[src/rtl/msg_pkg.sv]
// Shared constants and FSM encoding for the message composer slice.
// Contents: buffer depth, the ASCII codes the composer reacts to, and
// the composer state type (EDIT / SEND / RELEASE).
package msg_pkg;

  localparam int unsigned MSG_CHARS = 16;

  localparam logic [7:0] ASCII_SPACE = 8'h20;
  localparam logic [7:0] ASCII_BS    = 8'h08;
  localparam logic [7:0] ASCII_CR    = 8'h0D;
  localparam logic [7:0] ASCII_MIN   = 8'h20;
  localparam logic [7:0] ASCII_MAX   = 8'h7E;

  typedef enum logic [1:0] {
    EDIT    = 2'b00,
    SEND    = 2'b01,
    RELEASE = 2'b10
  } state_t;

endpackage

[src/rtl/key_edge_detect.sv]
// Rising-edge detector for the keyboard-ready level.
// Ports:
//   clock, resetn : system clock, asynchronous active-low reset
//   key_valid     : scan-code-ready level from the keyboard path
//   key_rise      : high for the cycle in which key_valid first reads 1
// A held key produces a single key_rise.
module key_edge_detect (
  input  logic clock,
  input  logic resetn,
  input  logic key_valid,
  output logic key_rise
);

  logic key_d;

  always_ff @(posedge clock or negedge resetn) begin
    if (!resetn) key_d <= 1'b0;
    else         key_d <= key_valid;
  end

  assign key_rise = key_valid & ~key_d;

endmodule

[src/rtl/message_composer.sv]
// Line editor between the PS/2 ASCII converter and the GPIO link
// transmitter. Keystrokes are collected into a MSG_CHARS-character buffer
// (backspace supported); Enter freezes the buffer and raises data_ready
// until the link reports send_done, after which the buffer is cleared.
// Ports:
//   clock, resetn  : system clock, asynchronous active-low reset
//   key_valid      : key-ready level, one keystroke per rising edge
//   key_ascii      : ASCII code sampled with the key_valid edge
//   enable         : composing allowed
//   clear          : synchronous discard of buffer and any send
//   send_done      : link write-complete level
//   message_out    : buffer, char i at bits [8i+7:8i], unused = 8'h20
//   cursor         : characters held, 0..MSG_CHARS
//   data_ready     : send request (SEND state)
//   busy           : high in SEND and RELEASE
//   overflow       : sticky, a printable key was dropped on a full buffer
//   sent_pulse     : one-cycle pulse on send completion
//   send_timeout   : one-cycle pulse when a send is abandoned
// Build option: MESSAGE_COMPOSER_SEND_TIMEOUT_EN enables the send
// timeout (TIMEOUT_CYCLES); otherwise send_timeout is constant 0.
module message_composer #(
  parameter int unsigned MSG_CHARS      = 16,
  parameter int unsigned TIMEOUT_CYCLES = 50000000
) (
  input  logic                                clock,
  input  logic                                resetn,
  input  logic                                key_valid,
  input  logic [7:0]                          key_ascii,
  input  logic                                enable,
  input  logic                                clear,
  input  logic                                send_done,
  output logic [8*MSG_CHARS-1:0]              message_out,
  output logic [$clog2(MSG_CHARS+1)-1:0]      cursor,
  output logic                                data_ready,
  output logic                                busy,
  output logic                                overflow,
  output logic                                sent_pulse,
  output logic                                send_timeout
);
  import msg_pkg::*;

  localparam int unsigned CW = $clog2(MSG_CHARS + 1);

  typedef logic [MSG_CHARS-1:0][7:0] buf_t;

  state_t          state_q, state_d;
  buf_t            buf_q, buf_d;
  logic [CW-1:0]   cur_q, cur_d;
  logic            ovf_q, ovf_d;
  logic            sent_q, sent_d;
  logic            to_q, to_d;
  logic            key_rise;
  logic            timed_out;
  logic            printable;

  key_edge_detect u_key_edge (
    .clock     (clock),
    .resetn    (resetn),
    .key_valid (key_valid),
    .key_rise  (key_rise)
  );

`ifdef MESSAGE_COMPOSER_SEND_TIMEOUT_EN
  logic [31:0] cnt_q, cnt_d;

  // Held at zero while editing, so it always starts from zero on entry to SEND.
  always_comb begin
    cnt_d = cnt_q;
    if (state_q == EDIT) cnt_d = '0;
    else                 cnt_d = cnt_q + 32'd1;
  end

  always_ff @(posedge clock or negedge resetn) begin
    if (!resetn) cnt_q <= '0;
    else         cnt_q <= cnt_d;
  end

  assign timed_out = (cnt_q == 32'(TIMEOUT_CYCLES - 1));
`else
  logic unused_timeout_cfg;
  assign unused_timeout_cfg = ^TIMEOUT_CYCLES;
  assign timed_out          = 1'b0;
`endif

  assign printable = (key_ascii >= ASCII_MIN) && (key_ascii <= ASCII_MAX);

  always_comb begin
    state_d = state_q;
    buf_d   = buf_q;
    cur_d   = cur_q;
    ovf_d   = ovf_q;
    sent_d  = 1'b0;
    to_d    = 1'b0;
    if (clear) begin
      state_d = EDIT;
      buf_d   = {MSG_CHARS{ASCII_SPACE}};
      cur_d   = '0;
      ovf_d   = 1'b0;
    end else begin
      case (state_q)
        EDIT: begin
          if (key_rise && enable) begin
            if (printable) begin
              if (cur_q < CW'(MSG_CHARS)) begin
                for (int unsigned i = 0; i < MSG_CHARS; i++)
                  if (CW'(i) == cur_q) buf_d[i] = key_ascii;
                cur_d = cur_q + 1'b1;
              end else begin
                ovf_d = 1'b1;
              end
            end else if (key_ascii == ASCII_BS && cur_q != '0) begin
              for (int unsigned i = 0; i < MSG_CHARS; i++)
                if (CW'(i + 1) == cur_q) buf_d[i] = ASCII_SPACE;
              cur_d = cur_q - 1'b1;
              ovf_d = 1'b0;
            end else if (key_ascii == ASCII_CR && cur_q != '0) begin
              state_d = SEND;
            end
          end
        end
        SEND: begin
          if (timed_out) begin
            state_d = EDIT;
            to_d    = 1'b1;
          end else if (send_done) begin
            state_d = RELEASE;
          end
        end
        RELEASE: begin
          // A completed release wins over a timeout landing on the same cycle.
          if (!send_done) begin
            state_d = EDIT;
            buf_d   = {MSG_CHARS{ASCII_SPACE}};
            cur_d   = '0;
            ovf_d   = 1'b0;
            sent_d  = 1'b1;
          end else if (timed_out) begin
            state_d = EDIT;
            to_d    = 1'b1;
          end
        end
        default: state_d = EDIT;
      endcase
    end
  end

  always_ff @(posedge clock or negedge resetn) begin
    if (!resetn) begin
      state_q <= EDIT;
      buf_q   <= {MSG_CHARS{ASCII_SPACE}};
      cur_q   <= '0;
      ovf_q   <= 1'b0;
      sent_q  <= 1'b0;
      to_q    <= 1'b0;
    end else begin
      state_q <= state_d;
      buf_q   <= buf_d;
      cur_q   <= cur_d;
      ovf_q   <= ovf_d;
      sent_q  <= sent_d;
      to_q    <= to_d;
    end
  end

  assign message_out  = buf_q;
  assign cursor       = cur_q;
  assign data_ready   = (state_q == SEND);
  assign busy         = (state_q == SEND) || (state_q == RELEASE);
  assign overflow     = ovf_q;
  assign sent_pulse   = sent_q;
  assign send_timeout = to_q;

endmodule

[config.mk]
export PLATFORM = sky130hd
export DESIGN_NAME = message_composer
export DESIGN_NICKNAME = d
export VERILOG_FILES = /design/src/rtl/msg_pkg.sv /design/src/rtl/key_edge_detect.sv /design/src/rtl/message_composer.sv
export SDC_FILE = /design/constraint.sdc
export NUM_CORES = 1
export LEC_CHECK = 0
export CORE_UTILIZATION = 53
export DETAILED_ROUTE_END_ITERATION = 10
export GPL_TIMING_DRIVEN = 0
export MAX_ROUTING_LAYER = met4
export PLACE_DENSITY_LB_ADDON = 0.12
export SKIP_LAST_GASP = 1
export SYNTH_ARGS = -nofsm -noshare
export SYNTH_HDL_FRONTEND = slang
export SYNTH_SLANG_ARGS = --single-unit
[constraint.sdc]
create_clock -name clock -period 4.4 [get_ports clock]
set_clock_uncertainty 0.1 [all_clocks]
set_input_delay 1.32 -clock clock [delete_from_list [all_inputs] [get_ports clock]]
set_output_delay 1.32 -clock clock [all_outputs]
set_load 0.02 [all_outputs]
# == Word level (Yosys, flattened, before mapping) ==
# Index checks and enable logic that the tools add are counted.
# totals
reg_bits,138
in_bits,14
out_inout_bits,138
word_cells,181
# op_classes
n_addsub,2
n_lt_le_gt_ge,3
eq_ne,61
muxes,64
n_bitwise,2
reduce_logical,28
# ops
cell,count
$mux W128,6
$mux W8,32
$pmux W128 S2,1
$ne A4 B4 Y1 const B,35
$reduce_and A7 Y1,16
$eq A4 B5 Y1 const A,8
$mux W5,6
$eq A3 B5 Y1 const A,4
$ne A3 B3 Y1 const B,6
$eq A8 B4 Y1 const B,2
$mux W2,7
$eq A2 B5 Y1 const A,2
$pmux W5 S2,1
$reduce_and A5 Y1,2
$mux W1,9
$ge A8 B6 Y1 const B,1
$le A8 B7 Y1 const B,1
$pmux W2 S3,1
$reduce_and A6 Y1,1
$add A5 B1 Y5 const B,1
$eq A1 B5 Y1 const A,1
$eq A5 B5 Y1 const A,1
$logic_not A5 Y1,1
$lt A5 B5 Y1 const B,1
other kinds (11),14

# == Longest topological paths before layout ==
# depth
word_depth,8
mapped_depth,9
depth_no_buf,7

# == Cells and area by module ==
# Synthesis repeated with hierarchy kept, for this count alone.
# unflattened
hier_cells,428
area_unflattened_um2,6409.9
# by_module_without_submodules
module,instances,cells_each,area_each_um2,seq_area_each_um2
message_composer,1,426,6371.1,3448.3
key_edge_detect,1,2,38.8,25.0

# == Worst setup path before layout ==
# Ideal clock, no wire load.
# synth_path
path_type,input to register
from,input port key_ascii[7]
to,register buf_q (netlist bit message_out[64])
t_arrival_ps,2853
required_ps,4178
slack_ps,1325
path_stages,6
cell_sequence,nor4_1 > and3_4 > or2_1 > buf_6 > nand3_1 > a32o_1
# synth_via
elab_chain_len,6
elab_cells_between_ends,14
cone_classes,order compare: 2; eq/ne: 5; mux: 4; reduce/logical: 3
# synth_rtl
item,line_no,rtl
"start, declared",message_composer.sv:28,"input logic [7:0] key_ascii,"
$ge A8 B6 Y1 or $le A8 B7 Y1 (tied branches),message_composer.sv:85,assign printable = (key_ascii >= ASCII_MIN) && (key_ascii <= ASCII_MAX);
$logic_and A1 B1 Y1,message_composer.sv:85,
$mux W128,message_composer.sv:103,if (printable) begin
$mux W128,message_composer.sv:102,if (key_rise && enable) begin
$pmux W128 S2,message_composer.sv:100,case (state_q)
$mux W128,message_composer.sv:94,if (clear) begin
"end signal, assigned",message_composer.sv:150,buf_q <= {MSG_CHARS{ASCII_SPACE}};
"end signal, assigned",message_composer.sv:157,buf_q <= buf_d;
"end, declared",message_composer.sv:47,"buf_t buf_q, buf_d;"
# Several ways; a longest one is shown, not always the timed one. The select of a mux whose other input is x is not followed.
# A chain may end at the register's enable or synchronous reset.

# == Final worst setup path ==
# layout_path
from,input port clear
to,register buf_q (netlist bit message_out[86])
# layout_via
elab_chain_len,2
elab_cells_between_ends,9
cone_classes,eq/ne: 6; mux: 1; reduce/logical: 2
# layout_rtl
item,line_no,rtl
"start, declared",message_composer.sv:30,"input logic clear,"
$ne A4 B4 Y1 (no source line) (tied with other cells),-,
$reduce_and A7 Y1 (no source line),-,
# Several ways; a longest one is shown, not always the timed one.

==> metrics.yaml <==
logic_synthesis:
  synth-async-reset-ratio: 1.00
  synth_edf_count: 0
  synth.distinct_cells: 79
  synth_fp_nets: 485
  ys.flop_type: "dfrtp_1"
  ys_warn_count: 0
  yosysSeqAreaShare: 0.570
  synth_area_sq_um: 6090
  ys_ff_latch: 138
  syn_area_per_cell_sq_um: 13.2
  syn_inst: 462
power_and_ir_drop:
  power_density_nw_per_um2: 558
  clkPwrFrac: 0.309
  power.switching_mw: 1.73
  power_frac_seq: 0.348
  combPwrFrac: 0.343
  ir_drop_mv: 0.368
  p_leak_nw: 3.58
  p_sw_frac: 0.368
  p_int_mw: 2.96
setup_path:
  worstPathMaxFanout: 10
  crit_required_ns: 4.63
  endpoint_kind: "register"
  path_cells: "clkdlybuf4s50_1 -> or2_1 -> clkbuf_1 -> a2111oi_0 -> nand2_1 -> clkbuf_1 -> o2bb2ai_1"
  slowest_delay_ns: 0.97
  rr_worst_depth: 8
  critical_path_class: "in -> reg"
  cp-start-kind: "primary input"
  arrival_ns: 4.22
  critPathTopFamily: "compound AO/OA/AOI/OAI gates"
  path_depth: 7
  cpMostUsedCell: "clkbuf_1"
  path_buf_inv: 3
  cpMaxStageDelayCell: "a2111oi_0"
clock_tree:
  hold_buffers: 0
  clock_latency_ns: 0.43
  cts_root_buf: "clkbuf_16"
  cts_setup_buffers: 0
  ctsResizeCount: 0
  cts_made_buffers: 17
  cts_tree: "done"
  clkTransAtPathRegs_ns: 0.06
  clockBufferDepth: 2
  clkSinkCount: 138
  htreeDepth: 4
routing:
  drc: 0
  routed_via_density: 6.20
  ant_nets: 0
  wirelength_microns: 17300
  drt_iter0_drc: 319
  wl_per_cell_microns: 22.0
  drtPass1Iterations: 5
  vias: 4870
global_routing:
  grt_first_pass_wirelength_microns: 27500
  grt_max_degree: 73
  first_global_vias: 4860
  grt-ovfl-total: 0
  track_usage: 0.321
  antenna_found_initial: 0
timing:
  setup_viol_count_final: 0
  whs_ns: 0.361
  grt_setup_unrepaired: "no"
  fmax_mhz: 251
  post-route-period-util: 0.905
  worst_pin_slew_ns: 1.08
  min_period_ns: 3.98
  relSlewSlack: 0.262
  slew_violations: 0
  hold_viol: 0
layout:
  drive_above_1_share: 0.155
  final_cell_mix: "clkdlybuf4s50_1, dfrtp_1, o2bb2ai_1"
  fillers: 738
  area_growth_pct: 37.8
  num-nets-final: 655
  mostFrequentLayoutCell: "clkdlybuf4s50_1"
  diodes: 0
  post-route-util: 0.761
floorplan:
  coreArea_sq_um: 11000
  start_util: 0.553
  rows: 38
  die-area_sq_um: 11900
  die_y_microns: 109
  fp.dieW_microns: 109
  io_pins: 152
placement:
  dp_hpwl_microns: 11700
  globalplace.congestion: 0.893
  portBuffers: 150
run_status:
  status: "finished, final reports clean"
run:
  max_cap_viol_count: 0
min_path:
  min_path_cells: 2
  hold_class: "reg -> reg"
registers in the layout (all words and copies together) (netlist names):
signal and count:
state_q 2, overflow 1, u_key_edge.key_d 1, message_out 128, cursor 5, sent_pulse 1
stage by stage:
stage / power (mW) / std cells / TNS (ns) / cell area (sq um) / setup slack [ns]
global placement: 3.19 / 752 / -414.12 / 7770 / -3.20
finish: 4.68 / 785 / 0 / 8400 / 0.419
global route: 4.87 / 785 / 0 / 8400 / 0.287
detailed placement: 3.23 / 753 / 0 / 7800 / 0.170
CTS: 4.68 / 785 / 0 / 8400 / 0.570
floorplan: 2.56 / 462 / 0 / 6090 / 1.33
power groups by stage:
stage | combinational [mW] | sequential (mW) | clock, mW
after global placement | 1.55 | 1.64 | 0
final | 1.60 | 1.63 | 1.45
after detailed placement | 1.58 | 1.64 | 0
after global routing | 1.71 | 1.65 | 1.51
after floorplan | 0.713 | 1.85 | 0
after CTS | 1.60 | 1.63 | 1.45
path summary, 6_finish.rpt:
path	startpoint	endpoint	slack (ns)
setup / recovery	clear	message_out[86]	0.42
hold / removal	message_out[53]	message_out[53]	0.36
setup reg to reg	state_q[0]	message_out[86]	1.07
hold reg to reg	message_out[53]	message_out[53]	0.36
max in group asynchronous	resetn	message_out[109]	2.60
min in group asynchronous	resetn	message_out[87]	0.79
worst reg2reg max path, stage by stage (launching register included):
cell and delay (ns):
dfrtp_1 0.45, inv_1 0.12, ha_1 0.27, or2_1 0.22, clkbuf_1 0.20, a2111oi_0 0.98
nand2_1 0.27, clkbuf_1 0.37, o2bb2ai_1 0.28
cell families after synthesis:
family | synth area share
simple gates | 0.0930
fa+ha+maj | 0.0185
xor+xnor | 0.00144
mux | 0.0103
flops | 0.570
buf+inv | 0.0298
other cells | 0.000615
compound gates | 0.277
layout make-up:
cell class,instances,area [sq um],share of cell area
flip-flops and latches,138,3470,0.414
multi-input cells,283,2440,0.290
repair buffers,151,1530,0.182
clock buffers,17,425,0.0506
well taps,140,175,0.0209
clock inverters,15,174,0.0207
plain buffers,21,106,0.0127
inverters,20,75.1,0.00894
cell usage after synthesis (8+ instances only):
| library cell | number | area (sq um) |
|---|---|---|
| nor2_1 | 15 | 56.3 |
| inv_1 | 20 | 75.1 |
| ha_1 | 9 | 113 |
| dfstp_2 | 16 | 420 |
| a32o_1 | 19 | 190 |
| clkbuf_1 | 8 | 30.0 |
| nand2_1 | 15 | 56.3 |
| a2bb2oi_1 | 10 | 87.6 |
| dfrtp_1 | 122 | 3050 |
| o2bb2ai_1 | 73 | 639 |
| and2_1 | 19 | 119 |
layer usage:
layer | track usage | share of wire
met5 | - | 0
met4 | 0.0924 | 0.013
met3 | 0.0789 | 0.071
met2 | 0.478 | 0.48
met1 | 0.438 | 0.43
Note: power is estimated with default switching activity, not from simulation.
